File: config.mk
export PLATFORM = sky130hd
export DESIGN_NAME = cordic_job_ctrl_flat
export DESIGN_NICKNAME = d
export VERILOG_FILES = /design/src/rtl/cordic_job_ctrl_if.sv /design/src/rtl/cordic_job_ctrl.sv /design/src/flat_wrapper.sv
export SDC_FILE = /design/constraint.sdc
export NUM_CORES = 1
export LEC_CHECK = 0
export CORE_MARGIN = 10
export CORE_UTILIZATION = 41
export CTS_CLUSTER_SIZE = 24
export DETAILED_ROUTE_END_ITERATION = 12
export DONT_BUFFER_PORTS = 1
export PLACE_DENSITY = 0.52
export SLEW_MARGIN = 20
export SYNTH_ARGS = -nofsm -noshare
export SYNTH_HDL_FRONTEND = slang
export SYNTH_SLANG_ARGS = --single-unit
File: constraint.sdc
create_clock -name clka -period 3.5 [get_ports clka]
set_input_delay 0.525 -clock clka [delete_from_list [all_inputs] [get_ports clka]]
set_output_delay 0.525 -clock clka [all_outputs]
set_load 0.02 [all_outputs]
File: src/rtl/cordic_job_ctrl_if.sv
// Job request / result response bundle between a host and cordic_job_ctrl.
interface cordic_job_ctrl_if #(
  parameter int unsigned W = 16
) ();
  logic         req_valid;
  logic         req_ready;
  logic         req_mode;
  logic         rsp_valid;
  logic         rsp_ready;
  logic [W-1:0] rsp_x;
  logic [W-1:0] rsp_y;
  logic [W-1:0] rsp_z;
  logic         rsp_mode;
  logic         rsp_err;

  // Host side: issues jobs, consumes results.
  modport master (
    output req_valid, req_mode, rsp_ready,
    input  req_ready, rsp_valid, rsp_x, rsp_y, rsp_z, rsp_mode, rsp_err
  );

  // Controller side: accepts jobs, returns results.
  modport slave (
    input  req_valid, req_mode, rsp_ready,
    output req_ready, rsp_valid, rsp_x, rsp_y, rsp_z, rsp_mode, rsp_err
  );
endinterface

File: src/rtl/cordic_job_ctrl.sv
// Host-side job controller for a CORDIC FSM: accepts one job per handshake,
// pulses start, owns the iteration counter, captures results and guards the
// FSM with a watchdog.
module cordic_job_ctrl #(
  parameter int unsigned W        = 16,
  parameter int unsigned CW       = 4,
  parameter int unsigned ITERS    = 8,
  parameter logic [2:0]  FSM_IDLE = 3'b000,
  parameter int unsigned TIMEOUT  = 64
) (
  input  logic                clka,
  input  logic                reset_n,
  cordic_job_ctrl_if.slave    bus,
  output logic                fsm_start,
  output logic                fsm_mode,
  input  logic [2:0]          fsm_state,
  input  logic                fsm_counter_rst,
  input  logic                fsm_counter_hold,
  output logic [CW-1:0]       counter,
  input  logic [W-1:0]        dp_x,
  input  logic [W-1:0]        dp_y,
  input  logic [W-1:0]        dp_z
);

  localparam int unsigned WDW = $clog2(TIMEOUT + 1);

  typedef enum logic [2:0] {
    S_IDLE  = 3'd0,
    S_START = 3'd1,
    S_ARM   = 3'd2,
    S_RUN   = 3'd3,
    S_RESP  = 3'd4
  } ctrl_t;

  ctrl_t           state_q;
  ctrl_t           state_d;
  logic [WDW-1:0]  wd_q;
  logic [WDW-1:0]  wd_d;
  logic [CW-1:0]   counter_d;
  logic            accept_c;
  logic            capture_c;
  logic            timeout_c;
  logic            watch_c;
  logic            done_c;

  // Job is finished once the counter hit its terminal value and the FSM is back idle.
  assign done_c = (counter == CW'(ITERS)) && (fsm_state == FSM_IDLE);

  // Iteration counter: clear beats hold; counts only while running, saturating.
  always_comb begin
    counter_d = counter;
    if (fsm_counter_rst) begin
      counter_d = '0;
    end else if (fsm_counter_hold) begin
      counter_d = counter;
    end else if ((state_q == S_RUN) && (counter < CW'(ITERS))) begin
      counter_d = counter + CW'(1);
    end
  end

  // Control FSM next-state, watchdog and capture strobes.
  always_comb begin
    state_d   = state_q;
    wd_d      = wd_q;
    accept_c  = 1'b0;
    capture_c = 1'b0;
    timeout_c = 1'b0;
    watch_c   = (state_q == S_ARM) || (state_q == S_RUN);
    if (watch_c) begin
      wd_d      = wd_q + WDW'(1);
      timeout_c = (wd_d == WDW'(TIMEOUT));
    end
    case (state_q)
      S_IDLE: begin
        if (bus.req_valid && bus.req_ready) begin
          accept_c = 1'b1;
          wd_d     = '0;
          state_d  = S_START;
        end
      end
      S_START: begin
        state_d = S_ARM;
      end
      S_ARM: begin
        if (timeout_c) begin
          state_d = S_RESP;
        end else if (fsm_state != FSM_IDLE) begin
          state_d = S_RUN;
        end
      end
      S_RUN: begin
        if (timeout_c) begin
          state_d = S_RESP;
        end else if (done_c) begin
          capture_c = 1'b1;
          state_d   = S_RESP;
        end
      end
      S_RESP: begin
        if (bus.rsp_valid && bus.rsp_ready) begin
          state_d = S_IDLE;
        end
      end
      default: begin
        state_d = S_IDLE;
      end
    endcase
  end

  // State register.
  always_ff @(posedge clka or negedge reset_n) begin
    if (!reset_n) begin
      state_q <= S_IDLE;
    end else begin
      state_q <= state_d;
    end
  end

  // Counter and watchdog registers.
  always_ff @(posedge clka or negedge reset_n) begin
    if (!reset_n) begin
      counter <= '0;
      wd_q    <= '0;
    end else begin
      counter <= counter_d;
      wd_q    <= wd_d;
    end
  end

  // Registered handshake/start flags follow the upcoming state.
  always_ff @(posedge clka or negedge reset_n) begin
    if (!reset_n) begin
      bus.req_ready <= 1'b0;
      bus.rsp_valid <= 1'b0;
      fsm_start     <= 1'b0;
      fsm_mode      <= 1'b0;
    end else begin
      bus.req_ready <= (state_d == S_IDLE);
      bus.rsp_valid <= (state_d == S_RESP);
      fsm_start     <= (state_d == S_START);
      if (accept_c) begin
        fsm_mode <= bus.req_mode;
      end
    end
  end

  // Result capture; a timeout zeroes the data and wins over a same-cycle completion.
  always_ff @(posedge clka or negedge reset_n) begin
    if (!reset_n) begin
      bus.rsp_x    <= '0;
      bus.rsp_y    <= '0;
      bus.rsp_z    <= '0;
      bus.rsp_mode <= 1'b0;
      bus.rsp_err  <= 1'b0;
    end else if (timeout_c) begin
      bus.rsp_x    <= '0;
      bus.rsp_y    <= '0;
      bus.rsp_z    <= '0;
      bus.rsp_mode <= fsm_mode;
      bus.rsp_err  <= 1'b1;
    end else if (capture_c) begin
      bus.rsp_x    <= dp_x;
      bus.rsp_y    <= dp_y;
      bus.rsp_z    <= dp_z;
      bus.rsp_mode <= fsm_mode;
      bus.rsp_err  <= 1'b0;
    end
  end

endmodule

File: src/flat_wrapper.sv
// flat-port wrapper written by rule: the top's interface ports become plain ports
module cordic_job_ctrl_flat 
#(
  parameter int unsigned W        = 16,
  parameter int unsigned CW       = 4,
  parameter int unsigned ITERS    = 8,
  parameter logic [2:0]  FSM_IDLE = 3'b000,
  parameter int unsigned TIMEOUT  = 64
)
  (clka, reset_n, fsm_start, fsm_mode, fsm_state, fsm_counter_rst, fsm_counter_hold, counter, dp_x, dp_y, dp_z, bus_req_valid, bus_req_mode, bus_rsp_ready, bus_req_ready, bus_rsp_valid, bus_rsp_x, bus_rsp_y, bus_rsp_z, bus_rsp_mode, bus_rsp_err);
  cordic_job_ctrl_if #(.W(W)) bus_i ();
  input  logic clka;
  input  logic reset_n;
  output logic fsm_start;
  output logic fsm_mode;
  input  logic [2:0] fsm_state;
  input  logic fsm_counter_rst;
  input  logic fsm_counter_hold;
  output logic [CW-1:0] counter;
  input  logic [W-1:0] dp_x;
  input  logic [W-1:0] dp_y;
  input  logic [W-1:0] dp_z;
  input wire logic [$bits(bus_i.req_valid)-1:0] bus_req_valid;
  input wire logic [$bits(bus_i.req_mode)-1:0] bus_req_mode;
  input wire logic [$bits(bus_i.rsp_ready)-1:0] bus_rsp_ready;
  output wire logic [$bits(bus_i.req_ready)-1:0] bus_req_ready;
  output wire logic [$bits(bus_i.rsp_valid)-1:0] bus_rsp_valid;
  output wire logic [$bits(bus_i.rsp_x)-1:0] bus_rsp_x;
  output wire logic [$bits(bus_i.rsp_y)-1:0] bus_rsp_y;
  output wire logic [$bits(bus_i.rsp_z)-1:0] bus_rsp_z;
  output wire logic [$bits(bus_i.rsp_mode)-1:0] bus_rsp_mode;
  output wire logic [$bits(bus_i.rsp_err)-1:0] bus_rsp_err;
  assign bus_i.req_valid = bus_req_valid;
  assign bus_i.req_mode = bus_req_mode;
  assign bus_i.rsp_ready = bus_rsp_ready;
  assign bus_req_ready = bus_i.req_ready;
  assign bus_rsp_valid = bus_i.rsp_valid;
  assign bus_rsp_x = bus_i.rsp_x;
  assign bus_rsp_y = bus_i.rsp_y;
  assign bus_rsp_z = bus_i.rsp_z;
  assign bus_rsp_mode = bus_i.rsp_mode;
  assign bus_rsp_err = bus_i.rsp_err;
  cordic_job_ctrl #(.W(W), .CW(CW), .ITERS(ITERS), .FSM_IDLE(FSM_IDLE), .TIMEOUT(TIMEOUT)) u_core (.clka(clka), .reset_n(reset_n), .bus(bus_i), .fsm_start(fsm_start), .fsm_mode(fsm_mode), .fsm_state(fsm_state), .fsm_counter_rst(fsm_counter_rst), .fsm_counter_hold(fsm_counter_hold), .counter(counter), .dp_x(dp_x), .dp_y(dp_y), .dp_z(dp_z));
endmodule
# --- After elaboration in Yosys (flattened, before gate mapping) ---
# Index checks and enable logic that the tools add are counted.
word_totals:
  elab_cells: 65
  ff_bits: 68
  in_bits: 58
classes:
  mux: 29
  add_sub_neg: 2
  reduce_logical: 12
  order_cmp: 1
  eq_ne: 9
op_table:
  columns: ["cell", "n"]
  rows:
  - ["$mux W16", 6]
  - ["$mux W7", 3]
  - ["$mux W3", 6]
  - ["$pmux W3 S5", 1]
  - ["$mux W4", 3]
  - ["$mux W1", 10]
  - ["$logic_not A3 Y1", 3]
  - ["$add A7 B1 Y7 const B", 1]
  - ["$eq A7 B7 Y1 const B", 1]
  - ["$eq A3 B1 Y1 const B", 2]
  - ["$eq A3 B2 Y1 const B", 2]
  - ["$eq A3 B3 Y1 const B", 2]
  - ["$add A4 B1 Y4 const B", 1]
  - ["$eq A4 B4 Y1 const B", 1]
  - ["$logic_and A1 B1 Y1", 4]
  - ["$lt A4 B4 Y1 const B", 1]
  - ["$reduce_bool A2 Y1", 2]
  - ["$reduce_bool A3 Y1", 1]
  - ["$ne A2 B2 Y1 const B", 1]
  - ["$reduce_and A2 Y1", 1]
  - ["$logic_or A1 B1 Y1", 1]

# --- Logic depth before layout (Yosys ltp) ---
# Gate-level depths: netlist of run 1.
depth:
  word_depth: 7
  depth_mapped: 8
  depth_no_buf: 7

# --- Worst setup path before layout of run 1 ---
# No wires, ideal clock.
synth_path:
  path_type: "flip-flop to flip-flop"
  startpoint: "register u_core.wd_q[0]"
  endpoint: "register u_core.bus.rsp_x[15]"
  required_time_ps: 3379
  slack_ps: 1226
  path_buffers: 2
  period_less_slack_ps: 2274
  stages_incl_launch_ff: 9
  arrival_time_ps: 2153
  path_cell_list: "dfrtp_1 -> ha_1 -> and3_4 -> or3_4 -> a211oi_4 -> a31oi_1 -> buf_2 -> buf_2 -> a22o_1"
synth_via:
  elab_chain_cells: 6
  word_cells_on_any_way: 7
  cone_classes: "1 x add/sub; 1 x eq/ne; 4 x mux; 1 x reduce/logical"
synth_rtl:
  columns: ["element", "line", "text"]
  rows:
  - ["start, declared", "cordic_job_ctrl.sv:37", "logic [WDW-1:0] wd_q;"]
  - ["start signal, assigned", "cordic_job_ctrl.sv:126", "wd_q <= wd_d;"]
  - ["$add A7 B1 Y7 *", "cordic_job_ctrl.sv:70", "wd_d = wd_q + WDW'(1);"]
  - ["$eq A7 B7 Y1 *", "cordic_job_ctrl.sv:71", "timeout_c = (wd_d == WDW'(TIMEOUT));"]
  - ["$mux W1 *", "cordic_job_ctrl.sv:69", "if (watch_c) begin"]
  - ["$mux W1", "cordic_job_ctrl.sv:92", "if (timeout_c) begin"]
  - ["$mux W1", "cordic_job_ctrl.sv:73", "case (state_q)"]
  - ["$reduce_bool A2 Y1 (no source line)", null, null]
  - ["end signal, assigned", "cordic_job_ctrl.sv:162", "bus.rsp_x <= dp_x;"]
  - ["end, declared", "cordic_job_ctrl_if.sv:25", "output req_ready, rsp_valid, rsp_x, rsp_y, rsp_z, rsp_mode, rsp_err"]
# Mark *: on every way between the ends. The rest lies on a longest branch, timed or not.
# A chain may end at the register's enable or synchronous reset.

# --- Worst setup path in the final report of run 1 ---
layout_path:
  startpoint: "register u_core.wd_q[0]"
  endpoint: "register u_core.bus.rsp_x[5]"
# The elaborated chain is that of the path after synthesis.

==> impl_metrics.yaml, run 1 <==
cts:
  clkSlewWorstSetupHoldPaths_ns: 0.07
  clock_path_buffers: 2
  cts_made_buffers: 9
  clock-sinks: 68
  cts_max_level: 3
  clock_latency_ns: 0.34
  cts_tree: "built"
  cts_root_buf: "clkbuf_8"
pwr:
  p_per_area_nw_per_um2: 584
  p_leak_uw: 0.00143
  ir_drop_mv: 0.200
routing:
  wl_um: 6840
  wl_met1_um: 2570
  maxUsedRoutingLayer: "met4"
  route.met2.wl_um: 3440
  wl_met3_um: 736
  via_per_inst: 6.11
  detail-route-antenna-nets: 0
  dr.pass1.iters: 6
  num_vias: 1810
  drc_errors: 0
  drtIter0Drc: 55
  detail_route.wl_per_cell_um: 23.1
sta:
  drv_slew: 0
  max_freq_mhz: 375
  max-slew-margin-rel_pct: 52.5
  finClkSkew_ns: 0.0101
  hold_viol: 0
  worst_slew_pin_slew_ns: 0.711
  rsz0062_at_grt: "no"
  post-route-period-util_pct: 76.2
  finalSetupTns_ns: 0
  finalCriticalPeriod_ns: 2.67
  setup_violations: 0
worst_setup_path:
  reg2reg_from: "u_core.wd_q[0]$_DFF_PN0_"
  timing.reg2reg.setup_slack_ns: 0.83
  cp.arrival_ns: 2.88
  critical_path.endpoint_type: "flip-flop"
  r2r_end: "u_core.bus.rsp_x[5]$_DFFE_PN0P_"
  crit_chain: "ha_1 > and3_4 > or3_4 > a211oi_4 > a31oi_4 > buf_16 > a22o_1"
  critPathKind: "flip-flop to flip-flop"
  worst_r2r_path_depth: 7
  worstPathRequired_ns: 3.71
  path_delay_family: "compound AO/OA/AOI/OAI gates"
  cp-start-kind: "flip-flop"
  slowest_stage: "dfrtp_1"
  crit_buf_inv: 1
  path_max_fanout: 29
  critPathMaxStageDelay_ns: 0.46
placed_design:
  place_hpwl_um: 4970
  placed_area_um2: 2800
  gp_congestion: 0.831
  place_inst: 279
  port_buffers: 0
floorplan:
  core_um2: 6420
  die_h_um: 102
  die_w_um: 102
  rows: 29
  dieArea_um2: 10300
  io_pins: 116
  start_util_pct: 42.6
hold_path:
  hold_class: "input pin to async pin"
synthesis:
  yosysTopAreaCell: "dfrtp_1"
  seq_area_frac_synth_pct: 62.2
  yosysUniqueCellTypes: 37
  yosys_warnings: 0
  synth.top_cell.area_share_pct: 62.2
  synth_fp_nets: 274
  syn_avg_cell_area_um2: 12.9
  postSynthCellCount: 212
  syn_area_um2: 2730
  ys.flop_type: "dfrtp_1"
  synth_edf_count: 0
  netlist_top_cells_count: "dfrtp_1 (68), a22o_1 (48), nor2_1 (15)"
  netlist_top_cells_area: "dfrtp_1 (62%), a22o_1 (15%), nor2_1 (2.1%), ha_1 (1.8%), xnor2_1 (1.6%)"
  ys_ff_latch: 68
  ys_async_sr_fraction_pct: 100
  yosysMostFrequentCell: "dfrtp_1"
outcome:
  status: "complete, no violations"
cells_and_area:
  fin_area_um2: 3020
  area.growth.synth_to_final_pct: 10.3
  fin_nets: 277
  num_antenna_cells: 0
  fillers: 562
  post_layout_nonfiller_instances: 296
  layout-drive-gt1-share_pct: 11.4
grt:
  grt.total_usage_pct: 12.8
  antenna_found_initial: 0
  first_global_vias: 1907
  grt_max_degree: 69
  grt_overflow: 0
  grt_pass1_wl_um: 10300
job:
  maxCapViolations: 0
-- what timing repair did --
item / 4_1_cts / 5_1_grt
resized for setup: 0 / 0
hold endpoints to repair: 68 / 0
buffers inserted: 0 / 0
hold buffers: 1 / 0
-- layout make-up --
type	instances	area, um2	area share [%]
inverter	3	11.3	0.373
clock buffer	10	128	4.23
tap	77	96.3	3.20
clock inverter	5	30.0	0.996
timing repair buffer	3	62.6	2.07
sequential	68	1700	56.4
multi-input combinational	130	986	32.7
-- how the worst max path moves through the flow --
stage | start | to | cells after the start
floorplan | u_core.wd_q[0]$_DFF_PN0_ | u_core.bus.rsp_x[15]$_DFFE_PN0P_ | 8
global placement | u_core.wd_q[0]$_DFF_PN0_ | u_core.bus.rsp_x[5]$_DFFE_PN0P_ | 6
detailed placement | u_core.wd_q[0]$_DFF_PN0_ | u_core.bus.rsp_y[13]$_DFFE_PN0P_ | 6
CTS | u_core.wd_q[0]$_DFF_PN0_ | u_core.bus.rsp_y[13]$_DFFE_PN0P_ | 6
global route | u_core.wd_q[0]$_DFF_PN0_ | u_core.bus.rsp_x[5]$_DFFE_PN0P_ | 7
finish | u_core.wd_q[0]$_DFF_PN0_ | u_core.bus.rsp_x[5]$_DFFE_PN0P_ | 7
-- metrics by stage --
stage	hold WS (ns)	utilization, %	total power, uW	worst slack [ns]
3_5_place_dp	0.232	43.6	1220	0.728
6_report	0.0687	47.0	1760	0.832
2_1_floorplan	0.229	-	1140	1.23
3_3_place_gp	0.233	43.6	1190	0.879
4_1_cts	0.0587	46.5	1780	0.714
5_1_grt	0.0698	47.0	1860	0.700
-- cells by family after synthesis --
logic type	count (synthesis)	synth area share (%)
AO/OA/AOI/OAI	66	20.3
XOR/XNOR	9	2.88
adder cells (fa/ha/maj)	4	1.83
buffers and inverters	14	2.65
flip-flops	68	62.2
multiplexers	2	0.778
AND/OR/NAND/NOR	49	9.29
-- state kept, by name, summed over array words and instances, names as in the netlist --
signal and cells:
u_core.bus.rsp_x 16, u_core.bus.rsp_y 16, u_core.bus.rsp_z 16, u_core.wd_q 7, u_core.counter 4, u_core.state_q 3, u_core.bus.req_ready 1, u_core.bus.rsp_err 1
u_core.bus.rsp_mode 1, u_core.bus.rsp_valid 1, u_core.fsm_mode 1, u_core.fsm_start 1
-- cells in the final DEF, fill, tap and decap left out, types with 2 or more instances in the layout --
master	count
ha_1	4
nor3_1	2
nand2_1	9
inv_1	3
o21ai_0	3
dfrtp_1	68
nand3_1	7
clkinvlp_4	2
xnor2_1	5
nor2_1	15
clkinv_2	3
and3b_1	2
nand2b_1	2
nor3b_1	2
xor2_1	4
clkbuf_8	9
buf_16	2
a22o_1	48
a31oi_1	3
and3_1	2
nand4_1	2
and2_1	2
-- where the power goes --
part	internal [uW]	leakage, uW	switching, uW
Combinational	146	0.000438	188
Sequential	824	0.000913	71.2
Clock	249	0.0000779	282
-- metal layers --
metal / vias to the layer above / track usage (%)
li1: 787 / -
met1: 933 / 13.6
met2: 80 / 21.2
met3: 10 / 5.99
met4: 0 / 6.16
met5: - / 0
(Power assumes the default switching activity.)
==> run 2, diff against run 1 <==
clock period = 2.5 ns   (was 3.5 ns; I/O delays follow)
==> run 2 against run 1 <==
  * Routed wire length barely moved
  * Total power rose by 59%
  * Core utilization rose by 2.1 points
  * Non-clock buffer count rose by 6
  * Sequential share of layout area fell by 2.4 points
  * Register-to-register slack got worse by 0.65 ns
  * Cell count rose by 2.4%
  * Largest power group unchanged
==> impl_metrics.yaml, run 2 (synthesized netlist as in run 1, its figures left out) <==
sta:
  drv_slew: 0
  max_freq_mhz: 432
  finalCriticalPeriod_ns: 2.31
  finClkSkew_ns: 0.0118
  hold_ws_ns: 0.0909
  finalSetupTns_ns: 0
  worst_slew_pin_slew_ns: 0.610
  setup_violations: 0
  hold_viol: 0
  max-slew-margin-rel_pct: 59.2
  rsz0062_at_grt: "no"
  setup_slack_ns: 0.185
  post-route-period-util_pct: 92.6
cells_and_area:
  layout_common_cells: "dfrtp_1 (68), a22o_1 (48), nor2_1 (15)"
  final_core_util_pct: 49.1
  top_regs: "u_core.bus.rsp_x: 16 flops, u_core.bus.rsp_y: 16 flops, u_core.bus.rsp_z: 16 flops"
  final_common_cell: "dfrtp_1"
  fin_area_um2: 3150
  area.growth.synth_to_final_pct: 15.2
  num_antenna_cells: 0
  layout-drive-gt1-share_pct: 13.7
  fin_nets: 283
placed_design:
  dp_slack_ns: 0.204
  port_buffers: 0
  gp_congestion: 0.824
  placed_area_um2: 2870
  place_hpwl_um: 4980
floorplan:
  rows: 29
  die_w_um: 102
  dieArea_um2: 10300
  die_h_um: 102
  start_util_pct: 42.6
  core_um2: 6420
  io_pins: 116
routing:
  wl_um: 6840
  num_vias: 1811
  via_per_inst: 5.98
  detail-route-antenna-nets: 0
  drtIter0Drc: 67
  dr.pass1.iters: 4
  detail_route.wl_per_cell_um: 22.6
  drc_errors: 0
worst_setup_path:
  cp-start-kind: "flip-flop"
  critical_path.endpoint_type: "flip-flop"
  path_delay_family: "compound AO/OA/AOI/OAI gates"
  worstPathRequired_ns: 2.71
  worst_r2r_path_depth: 7
  timing.reg2reg.setup_slack_ns: 0.19
  critPathMaxStageDelay_ns: 0.45
  crit_buf_inv: 1
  slowest_stage: "dfrtp_1"
  path_max_fanout: 48
  critPathKind: "flip-flop to flip-flop"
  crit_chain: "ha_1 > and3_4 > or3_4 > a211oi_4 > a21oi_4 > buf_12 > a22o_1"
  crit_cells: 7
  cp.arrival_ns: 2.53
cts:
  cts_made_buffers: 9
  post_cts_resized: 0
  clock-sinks: 68
  clkSlewWorstSetupHoldPaths_ns: 0.07
  cts_max_level: 3
  clock_latency_ns: 0.34
  clock_path_buffers: 2
  cts_tree: "built"
  postCtsSetupBuffers: 0
  cts_root_buf: "clkbuf_8"
grt:
  grt_max_degree: 69
  grt_overflow: 0
  grt_pass1_wl_um: 10600
  first_global_vias: 1905
  antenna_found_initial: 0
  grt.total_usage_pct: 13.2
pwr:
  p_per_area_nw_per_um2: 886
  p_leak_uw: 0.00150
  ir_drop_mv: 0.300
outcome:
  status: "complete, no violations"
hold_path:
  whs_path_depth: 1
  hold_class: "input pin to flip-flop"
job:
  maxCapViolations: 0
==> run 2: cell count changes in the layout (fill, tap and decap cells not counted), sizes merged <==
cell         before  now
buf               3    8
bufinv            0    3
dlygate4sd3       0    1
clkinvlp          2    0
==> run 2: per-stage QoR <==
stage | instances | power [uW]
finish | 303 | 2790
global route | 303 | 2960
CTS | 303 | 2830
detailed placement | 285 | 1720
global placement | 285 | 1690
floorplan | 212 | 1590
==> run 2: worst paths after layout <==
kind                                                   end                startpoint
setup reg to reg           u_core.bus.rsp_x[0]$_DFFE_PN0P_  u_core.wd_q[1]$_DFF_PN0_
min in group asynchronous      u_core.state_q[0]$_DFF_PN0_                   reset_n
max in group asynchronous  u_core.bus.rsp_x[0]$_DFFE_PN0P_                   reset_n
hold / removal               u_core.counter[1]$_DFFE_PN0P_           fsm_counter_rst
hold reg to reg                   u_core.wd_q[6]$_DFF_PN0_  u_core.wd_q[6]$_DFF_PN0_
setup / recovery           u_core.bus.rsp_x[0]$_DFFE_PN0P_  u_core.wd_q[1]$_DFF_PN0_
==> run 2: layer usage <==
layer  share of wire, %  track usage (%)
met1                 37             14.2
met2                 51             21.6
met3                 11             6.67
met4                1.0             5.28
met5                  0                0
==> run 2: power breakdown <==
part | internal, uW | total, uW | switching (uW)
clock network | 664 | 1070 | 408
registers | 1150 | 1240 | 89.5
logic | 214 | 477 | 263
total | 2030 | 2790 | 760
==> run 2: final cells by class <==
type	count	area (um2)
Timing Repair Buffer	9	115
Fill cell	556	3270
Sequential cell	68	1700
Clock buffer	10	128
Tap cell	77	96.3
Inverter	3	11.3
Clock inverter	6	113
Multi-Input combinational cell	130	986
==> run 2: repair_timing <==
item	in CTS	in global routing
setup endpoints to repair	0	0
hold endpoints to repair	68	0
hold buffers	2	0
==> run 2: worst reg2reg max path, stage by stage, from the launching register on <==
cell and delay, ns:
dfrtp_1 0.45, ha_1 0.27, and3_4 0.18, or3_4 0.34, a211oi_4 0.38, a21oi_4 0.11, buf_12 0.18, a22o_1 0.29
==> run 3, diff against run 2 <==
GPL_TIMING_DRIVEN = 0   (was not set)
==> run 3 against run 2 <==
  * Clock-buffer cell count is 1 higher
  * Critical path depth increased by 1
  * Hold slack improved by 0.015 ns
  * Sequential share of layout area up 1.0 points
  * Die area unchanged
==> impl_metrics.yaml, run 3 (synthesized netlist as in run 1, its figures left out) <==
pwr:
  ir_drop_mv: 0.282
  p_per_area_nw_per_um2: 795
  p_leak_uw: 0.00148
  fin_total_pwr_uw: 2460
cells_and_area:
  final_common_cell: "dfrtp_1"
  layout-drive-gt1-share_pct: 15.8
  layout_common_cells: "dfrtp_1 (66), a22o_1 (48), nor2_1 (15)"
  area.growth.synth_to_final_pct: 13.3
  top_regs: "u_core.bus.rsp_x: 16 flops, u_core.bus.rsp_y: 16 flops, u_core.bus.rsp_z: 16 flops"
  final_core_util_pct: 48.2
  fin_nets: 293
  num_antenna_cells: 0
cts:
  cts_max_level: 3
  clock_latency_ns: 0.32
  clock_path_buffers: 2
  clock-sinks: 68
  clkSlewWorstSetupHoldPaths_ns: 0.07
  cts_tree: "built"
  cts_root_buf: "clkbuf_8"
  cts_made_buffers: 9
sta:
  hold_viol: 0
  finalSetupTns_ns: 0
  drv_slew: 0
  hold_ws_ns: 0.106
  worst_slew_pin_slew_ns: 0.723
  finClkSkew_ns: 0.00658
  max-slew-margin-rel_pct: 51.6
  rsz0062_at_grt: "no"
  finalCriticalPeriod_ns: 2.40
  setup_violations: 0
  post-route-period-util_pct: 96.0
  max_freq_mhz: 417
outcome:
  status: "complete, no violations"
grt:
  antenna_found_initial: 0
  grt_max_degree: 69
  grt_overflow: 0
  grt.total_usage_pct: 13.0
  first_global_vias: 1913
  grt_pass1_wl_um: 10500
hold_path:
  hp-start: "fsm_counter_rst"
  whs_path_depth: 1
  hold_class: "input pin to flip-flop"
  whs_endpoint: "u_core.counter[0]$_DFFE_PN0P_"
placed_design:
  port_buffers: 0
  place_hpwl_um: 5220
  gp_congestion: 0.801
routing:
  via_per_inst: 5.98
  drc_errors: 0
  detail-route-antenna-nets: 0
  wl_um: 7020
  dr.pass1.iters: 4
  num_vias: 1859
  drtIter0Drc: 74
  detail_route.wl_per_cell_um: 22.6
worst_setup_path:
  timing.reg2reg.setup_slack_ns: 0.10
  cp.arrival_ns: 2.60
  path_max_fanout: 10
  critical_path.endpoint_type: "flip-flop"
  worstPathRequired_ns: 2.70
  cp-start-kind: "flip-flop"
  critPathKind: "flip-flop to flip-flop"
  worst_r2r_path_depth: 8
  r2r_end: "u_core.bus.rsp_y[12]$_DFFE_PN0P_"
  reg2reg_from: "u_core.wd_q[0]$_DFF_PN0_"
job:
  maxCapViolations: 0
floorplan:
  start_util_pct: 42.6
  dieArea_um2: 10300
  core_um2: 6420
  die_h_um: 102
  io_pins: 116
  rows: 29
  die_w_um: 102
==> run 3: routing by layer <==
| layer | up-vias | part of all wire [%] | global-route usage, % | routed length (um) |
|---|---|---|---|---|
| met1 | 956 | 37 | 14.0 | 2570 |
| met3 | 7 | 11 | 7.01 | 778 |
| met4 | 0 | 0.81 | 3.96 | 57 |
| met2 | 78 | 52 | 21.7 | 3610 |
| met5 | - | 0 | 0 | 0 |
| li1 | 818 | - | - | - |
==> run 3: worst max-delay path, stage by stage, from the launching register on <==
cell and delay (ns):
dfrtp_2 0.44, ha_2 0.22, and3_4 0.16, or3_4 0.34
a211oi_4 0.36, a21oi_2 0.14, clkbuf_4 0.21, buf_6 0.16
a22o_1 0.25
==> run 3: per-stage QoR <==
stage,cells,cell area (um2),setup WS (ns)
floorplan,212,2730,0.226
global placement,289,2830,-0.0565
detailed placement,289,2830,-0.137
CTS,307,3050,0.00631
global route,311,3100,0.0000795
finish,311,3100,0.100
==> run 3: layout make-up <==
type                    instances  area [um2]
plain buffers                  11        66.3
repair buffers                  8        82.6
well taps                      77        96.3
multi-input cells             130         981
clock buffers                  11         141
fillers                       569        3320
inverters                       3        11.3
flip-flops and latches         68        1700
clock inverters                 3        15.0
==> run 3: worst max-delay path by stage <==
stage,end,start
after CTS,u_core.bus.rsp_y[12]$_DFFE_PN0P_,u_core.wd_q[0]$_DFF_PN0_
after floorplan,u_core.bus.rsp_x[15]$_DFFE_PN0P_,u_core.wd_q[0]$_DFF_PN0_
after detailed placement,u_core.bus.rsp_y[12]$_DFFE_PN0P_,u_core.wd_q[0]$_DFF_PN0_
final,u_core.bus.rsp_y[12]$_DFFE_PN0P_,u_core.wd_q[0]$_DFF_PN0_
after global routing,u_core.bus.rsp_y[12]$_DFFE_PN0P_,u_core.wd_q[0]$_DFF_PN0_
after global placement,u_core.bus.rsp_y[12]$_DFFE_PN0P_,u_core.wd_q[0]$_DFF_PN0_
==> run 3: what timing repair did <==
action	CTS	global route
endpoints found under the setup margin	24	20
endpoints found under the hold margin	68	0
pin swaps	1	1
buffers inserted	2	4
resized for setup	3	6
hold buffers	2	0
==> run 3: power by group <==
group / switching [uW] / total, uW / internal (uW) / leakage, uW
Sequential: 87.6 / 1240 / 1160 / 0.000912
Clock: 364 / 735 / 371 / 0.0000848
Combinational: 255 / 483 / 228 / 0.000480
